--- src/rtl/pipeline_hazard_ctrl.sv ---
// Hazard and sequencing controller for the five-stage pipeline.
// Drives register enables/clears, E-stage forwarding and perf counters.
module pipeline_hazard_ctrl #(
    parameter int RESET_FILL = 2,
    parameter int MAX_WAIT   = 64,
    parameter int CNT_W      = 32
) (
    input  logic             clk,
    input  logic             n_rst,
    input  logic [4:0]       rs1D,
    input  logic [4:0]       rs2D,
    input  logic [4:0]       rs1E,
    input  logic [4:0]       rs2E,
    input  logic [4:0]       rdE,
    input  logic             RegWriteE,
    input  logic             MemReadE,
    input  logic             PCSrcE,
    input  logic [4:0]       rdM,
    input  logic             RegWriteM,
    input  logic [4:0]       rdW,
    input  logic             RegWriteW,
    input  logic             MemReqM,
    input  logic             imem_ready,
    input  logic             dmem_ready,
    output logic             enF,
    output logic             enD,
    output logic             enE,
    output logic             enM,
    output logic             clrD,
    output logic             clrE,
    output logic             clrW,
    output logic [1:0]       ForwardAE,
    output logic [1:0]       ForwardBE,
    output logic [CNT_W-1:0] stall_cnt,
    output logic [CNT_W-1:0] flush_cnt,
    output logic             err
);

    localparam int WW = $clog2(MAX_WAIT + 1);
    localparam logic [WW-1:0] WAIT_MAX  = WW'(MAX_WAIT);
    localparam logic [3:0]    FILL_LAST = 4'(RESET_FILL - 1);

    typedef enum logic [1:0] {S_INIT, S_RUN, S_DWAIT} state_t;

    state_t         state;
    logic [3:0]     fill_cnt;
    logic [WW-1:0]  wait_cnt;
    logic           dstall;
    logic           load_use;
    logic           flush;

    always_comb begin
        load_use = MemReadE && RegWriteE && (rdE != 5'd0) &&
                   ((rdE == rs1D) || (rdE == rs2D));
        // M is frozen while waiting, so the pending request is implied
        dstall = !dmem_ready && (MemReqM || (state == S_DWAIT));
        flush = 1'b0;
        enF = 1'b1;
        enD = 1'b1;
        enE = 1'b1;
        enM = 1'b1;
        clrD = 1'b0;
        clrE = 1'b0;
        clrW = 1'b0;
        if (!n_rst || (state == S_INIT)) begin
            enF = 1'b0;
            enD = 1'b0;
            enE = 1'b0;
            enM = 1'b0;
            clrD = 1'b1;
            clrE = 1'b1;
            clrW = 1'b1;
        end else if (dstall) begin
            enF = 1'b0;
            enD = 1'b0;
            enE = 1'b0;
            enM = 1'b0;
            clrW = 1'b1;
        end else if (PCSrcE) begin
            clrD = 1'b1;
            clrE = 1'b1;
            flush = 1'b1;
        end else if (load_use) begin
            enF = 1'b0;
            enD = 1'b0;
            clrE = 1'b1;
        end else if (!imem_ready) begin
            enF = 1'b0;
            clrD = 1'b1;
        end
    end

    always_comb begin
        ForwardAE = 2'b00;
        if (RegWriteM && (rdM != 5'd0) && (rdM == rs1E))
            ForwardAE = 2'b10;
        else if (RegWriteW && (rdW != 5'd0) && (rdW == rs1E))
            ForwardAE = 2'b01;
        ForwardBE = 2'b00;
        if (RegWriteM && (rdM != 5'd0) && (rdM == rs2E))
            ForwardBE = 2'b10;
        else if (RegWriteW && (rdW != 5'd0) && (rdW == rs2E))
            ForwardBE = 2'b01;
    end

    always_ff @(posedge clk) begin
        if (!n_rst) begin
            state <= S_INIT;
            fill_cnt <= 4'd0;
            wait_cnt <= '0;
            stall_cnt <= '0;
            flush_cnt <= '0;
            err <= 1'b0;
        end else begin
            if (state != S_INIT) begin
                if (!enF && (stall_cnt != '1))
                    stall_cnt <= stall_cnt + CNT_W'(1);
                if (flush && (flush_cnt != '1))
                    flush_cnt <= flush_cnt + CNT_W'(1);
            end
            case (state)
                S_INIT: begin
                    fill_cnt <= fill_cnt + 4'd1;
                    if (fill_cnt == FILL_LAST)
                        state <= S_RUN;
                end
                S_RUN: begin
                    if (dstall) begin
                        state <= S_DWAIT;
                        wait_cnt <= WW'(1);
                        if (WAIT_MAX == WW'(1))
                            err <= 1'b1;
                    end
                end
                S_DWAIT: begin
                    if (dmem_ready) begin
                        state <= S_RUN;
                    end else if (wait_cnt != WAIT_MAX) begin
                        wait_cnt <= wait_cnt + WW'(1);
                        if (wait_cnt + WW'(1) == WAIT_MAX)
                            err <= 1'b1;
                    end
                end
                default: state <= S_INIT;
            endcase
        end
    end

endmodule

--- config.mk ---
export PLATFORM = sky130hd
export DESIGN_NAME = pipeline_hazard_ctrl
export DESIGN_NICKNAME = d
export VERILOG_FILES = /design/src/rtl/pipeline_hazard_ctrl.sv
export SDC_FILE = /design/constraint.sdc
export NUM_CORES = 1
export LEC_CHECK = 0
export ABC_CLOCK_PERIOD_IN_PS = 2200
export BUFFER_PORTS_ARGS = -buffer_cell sky130_fd_sc_hd__clkbuf_2
export CORE_MARGIN = 5
export CORE_UTILIZATION = 55
export CTS_BUF_LIST = sky130_fd_sc_hd__clkbuf_2
export DETAILED_ROUTE_END_ITERATION = 16
export PLACE_DENSITY = 0.8
export SYNTH_ARGS = -nofsm -noshare
export SYNTH_HDL_FRONTEND = slang
export SYNTH_SLANG_ARGS = --single-unit
--- constraint.sdc ---
create_clock -name clk -period 2.2 [get_ports clk]
set_input_delay 0.44 -clock clk [delete_from_list [all_inputs] [get_ports clk]]
set_output_delay 0.44 -clock clk [all_outputs]
set_load 0.1 [all_outputs]
# Word-level counts from Yosys, hierarchy flattened
# Cells that the tools add are included.
dict set report totals {
  register_bits 78
  in_bits 45
  output_inout_bits 76
}
dict set report classes {
  addsub 4
  n_eq_ne 18
  n_mux 37
  bitwise 1
  n_reduce_logical 29
}
# cell count
set ops {}
lappend ops {{adder 32 x 1 -> 32 bit (second input constant)} 2}
lappend ops {{!= test 32 bit (second input constant)} 2}
lappend ops {{== test 5 bit} 6}
lappend ops {{two-way mux 1 bit} 27}
lappend ops {{two-way mux 7 bit} 3}
lappend ops {{nonzero test 5 bit} 3}
lappend ops {{case mux 7 bit (2 select lines)} 1}
lappend ops {{logical AND 1 bit} 12}
lappend ops {{two-way mux 2 bit} 5}
lappend ops {{AND reduction 4 bit} 2}
lappend ops {{adder 7 x 1 -> 7 bit (second input constant)} 1}
lappend ops {{== test 7 bit (second input constant)} 1}
lappend ops {{!= test 7 bit (second input constant)} 1}
lappend ops {{!= test 2 bit (second input constant)} 3}
lappend ops {{case mux 2 bit (3 select lines)} 1}
lappend ops {{adder 4 x 1 -> 4 bit (second input constant)} 1}
lappend ops {{== test 4 x 1 -> 1 bit (second input constant)} 1}
lappend ops {{!= test 2 x 1 -> 1 bit (second input constant)} 2}
lappend ops {{AND reduction 2 bit} 2}
lappend ops {{nonzero test 2 bit} 2}
lappend ops {{zero test 1 bit} 3}
lappend ops {{logical OR 1 bit} 3}
lappend ops {{AND reduction 3 bit} 1}
lappend ops {{== test 2 x 1 -> 1 bit (second input constant)} 1}
lappend ops {{3 further kinds} 3}

# Depth between registers and ports, before layout
dict set report logic_depth {
  depth_word 10
  ltp_mapped 9
  mapped_depth_nobuf 8
}

# Least setup slack after synthesis
# OpenSTA, ideal clock, no wires.
dict set report synth_timing {
  kind {input port to output port}
  startpoint {in rdM[0]}
  endpoint {out ForwardAE[0]}
  t_arrival_ps 5643
  path_slack_ps -3883
  path_stages 4
  path_buffers 0
  cell_sequence {xnor2_1 > nand3_1 > nor4_1 > nor4_1}
}
dict set report synth_between {
  elab_chain_len 4
}
# item line_no
set synth_lines {}
lappend synth_lines {{from (decl)} 18} ;# input logic [4:0] rdM,
lappend synth_lines {{nonzero test 5 bit} 95} ;# if (RegWriteM && (rdM != 5'd0) && (rdM == rs1E))
lappend synth_lines {{logical AND 1 bit} 95}
lappend synth_lines {{logical AND 1 bit *} 95}
lappend synth_lines {{two-way mux 2 bit *} 95}
lappend synth_lines {{to (decl)} 32} ;# output logic [1:0] ForwardAE,
# Every way passes the cells marked *; elsewhere a longest branch is shown, timed or not.

# Worst setup path after layout
dict set report layout_timing {
  startpoint {in rdW[2]}
  endpoint {out ForwardAE[0]}
}
dict set report layout_between {
  elab_chain_len 5
}
# item line_no
set layout_lines {}
lappend layout_lines {{from (decl)} 20} ;# input logic [4:0] rdW,
lappend layout_lines {{nonzero test 5 bit} 97} ;# else if (RegWriteW && (rdW != 5'd0) && (rdW == rs1E))
lappend layout_lines {{logical AND 1 bit} 97}
lappend layout_lines {{logical AND 1 bit *} 97}
lappend layout_lines {{two-way mux 1 bit *} 97}
lappend layout_lines {{two-way mux 2 bit *} 95}
# Marks and branches as above.

==> flow_metrics.env <==
export IMPL_status="finished, violations left"
export IMPL_violations="negative setup slack"
export IMPL_synth_area_um2=4510
export IMPL_drt_iter0_drc=162
export IMPL_cts_made_buffers=9
export IMPL_reg2regPathDepth=7
export IMPL_n_fill_cell=579
export IMPL_critical_path_class="primary input to output port"
export IMPL_area_delta_synth_final_pct=40.7
export IMPL_hold_path_depth=3
export IMPL_cts_tree="yes"
export IMPL_required_ns=1.76
export IMPL_leakage_nw=2.43
export IMPL_ys_ff_latch=78
export IMPL_synth_nets=600
export IMPL_final_setup_viol_count=6
export IMPL_diodes=0
export IMPL_hpwl_um=9360
export IMPL_wirelength_um=13100
export IMPL_fmax_ghz=0.426
export IMPL_drt_pass1_iter_count=6
export IMPL_cp_end_kind="output port"
export IMPL_initial_core_util_pct=55.7
export IMPL_worst_slack_ns=-0.146
export IMPL_ys_top_cells_by_area="dfxtp_1 35%, a21oi_1 5.1%, or3_1 4.3%"
export IMPL_worst_hold_slack_ns=0.253
export IMPL_final_nets=751
export IMPL_clock_path_buffers=2
export IMPL_yosys_area_top_type="dfxtp_1"
export IMPL_skew_ns=0.0404
export IMPL_ys_types=60
export IMPL_synth_top_area_share_pct=34.6
export IMPL_final_antenna_net_count=0
export IMPL_period_minus_slack_ns=2.35
export IMPL_clock_sinks=78
export IMPL_synth_edf_count=0
export IMPL_tightest_slew_ns=0.597
export IMPL_peakVddDrop_v=0.000470
export IMPL_die_h_um=101
export IMPL_die_area_um2=10100
export IMPL_grt_max_degree=38
export IMPL_numPortBuffers=120
export IMPL_clk_latency_ns=0.55
export IMPL_max_slew_margin_rel_pct=59.7
export IMPL_gr_total_overflow=0
export IMPL_antenna_found_initial=0
export IMPL_cp_start_kind="primary input"
export IMPL_die_x_um=101
export IMPL_avgRoutedWirePerCell_um=16.1
export IMPL_gp_congestion=0.896
export IMPL_drive_gt1_share_pct=43.0
export IMPL_rows=33
export IMPL_report_final_slew_viol_count=0
export IMPL_final_area_um2=6340
export IMPL_grt_first_pass_wirelength_um=20700
export IMPL_seq_area_frac_synth_pct=34.6
export IMPL_clk_pin_slew_worst_paths_ns=0.21
export IMPL_synth_cells=549
export IMPL_hold_violations=0
export IMPL_place_area_um2=5950
export IMPL_grt_pass1_vias=4582
export IMPL_finalCritPeriodShare_pct=107
export IMPL_yosysWarnings=0
export IMPL_cts_htree_levels=3
export IMPL_drc_errors=0
export IMPL_synth_ff_type="dfxtp_1"
export IMPL_core_um2=8090
export IMPL_min_path_type="primary input to register"
export IMPL_drt_vias_per_instance=6.02
export IMPL_grt_use_total_pct=24.6
export IMPL_syn_area_per_cell_um2=8.21
export IMPL_root_buffer="clkbuf_2"
export IMPL_crit_fanout=3
export IMPL_timing_max_cap_violations=0
export IMPL_worst_ep_arrival_time_ns=1.91
export IMPL_postSynth_asyncResetShare_pct=0
export IMPL_power_density_nw_per_um2=581
export IMPL_num_vias=4877
export IMPL_io_pin_count=121
export IMPL_rsz0062_at_grt="yes"
flip-flops by register name (all words and copies together) (netlist names):
| signal | cells |
|---|---|
| err | 1 |
| fill_cnt | 4 |
| flush_cnt | 32 |
| stall_cnt | 32 |
| state | 2 |
| wait_cnt | 7 |
per-stage QoR:
stage,utilization (%),setup TNS (ns),std cells,setup WS [ns],power (W)
final,78.4,-0.514,810,-0.146,0.00368
after floorplan,-,-2.09,549,-0.631,0.00231
after detailed placement,73.5,-1.58,787,-0.170,0.00262
after CTS,76.7,-0.541,806,-0.139,0.00367
after global routing,78.4,-0.996,810,-0.179,0.00386
after global placement,73.5,-0.537,787,-0.112,0.00258
synth_stat cells, types with 6 or more instances:
master / n
dfxtp_1: 78
a21oi_1: 46
nand2_1: 40
o21ai_0: 34
or3_1: 31
nand4_1: 29
nor2_1: 29
nand3_1: 28
xnor2_1: 21
xor2_1: 18
and3_1: 13
clkbuf_1: 13
or4_1: 13
inv_1: 12
nand2b_1: 12
mux2i_1: 10
o31ai_1: 10
nor4_1: 9
nor3_1: 8
o21ai_1: 8
and4_1: 7
ha_1: 6
o211ai_1: 6
where the power goes:
part | internal [W] | leakage (nW) | switching, W
Clock | 0.000506 | 0.0967 | 0.000532
Sequential | 0.00143 | 0.674 | 0.0000685
Combinational | 0.000430 | 1.66 | 0.000721
Total | 0.00236 | 2.43 | 0.00132
worst max-delay path: stages:
cell    delay, ns
buf_8        0.10
buf_6        0.10
xor2_1       0.15
or4_4        0.55
nor4_4       0.34
buf_12       0.21
logic make-up after synthesis:
kind of cell               count (synthesis)  share of synthesized area (%)
AOI/OAI and AO/OA                        129                           17.3
muxes                                     10                           2.22
and+or+nand+nor                          250                           32.4
DFF                                       78                           34.6
adders and majority gates                  6                           1.67
xor gates and xnor gates                  39                           7.58
buffers and inverters                     37                           4.16
final timing paths:
check	start	end	slack, ns
worst max register to register	stall_cnt[15]	stall_cnt[29]	0.05
worst min register to register	flush_cnt[8]	flush_cnt[8]	0.48
worst max-delay path	rdW[2]	ForwardAE[0]	-0.15
worst min-delay path	dmem_ready	state[1]	0.25
final cells by class:
cell class	count	area, um^2	area share [%]
well taps	105	131	2.07
clock inverters	5	108	1.70
repair buffers	165	1160	18.3
inverters	12	48.8	0.769
flip-flops and latches	78	1740	27.4
clock buffers	11	55.1	0.868
multi-input cells	434	3100	48.8
layer usage:
layer	vias to the layer above	track usage, %	wire [um]
met5	-	0	0
met4	0	8.19	310
met3	31	5.05	992
met2	177	43.6	6600
met1	2303	29.6	5140
li1	2366	-	-
what timing repair did:
item,CTS,global route
gates resized for setup,17,27
setup buffers,3,5
pin swaps,6,12
hold buffers,0,0
setup endpoints to repair,6,24
cells in the final DEF, fill, tap and decap left out, types with 5 or more instances in the layout:
| cell type | instances |
|---|---|
| a21oi_1 | 45 |
| dfxtp_2 | 26 |
| dfxtp_4 | 39 |
| inv_1 | 11 |
| nor3_1 | 8 |
| or4_4 | 5 |
| xor2_1 | 18 |
| nand2b_1 | 11 |
| and4_1 | 7 |
| o211ai_1 | 6 |
| o21ai_0 | 31 |
| or3_1 | 31 |
| buf_12 | 12 |
| ha_1 | 5 |
| buf_6 | 6 |
| nand2_1 | 39 |
| buf_4 | 40 |
| nand4_1 | 29 |
| nand3_1 | 24 |
| xnor2_1 | 11 |
| clkbuf_2 | 114 |
| or4_1 | 9 |
| mux2i_1 | 10 |
| and3_1 | 12 |
| xnor2_2 | 9 |
| nor2_1 | 28 |
| nor4_4 | 5 |
| o31ai_1 | 10 |
| o21ai_1 | 8 |
| dfxtp_1 | 13 |
(Power assumes the default switching activity.)
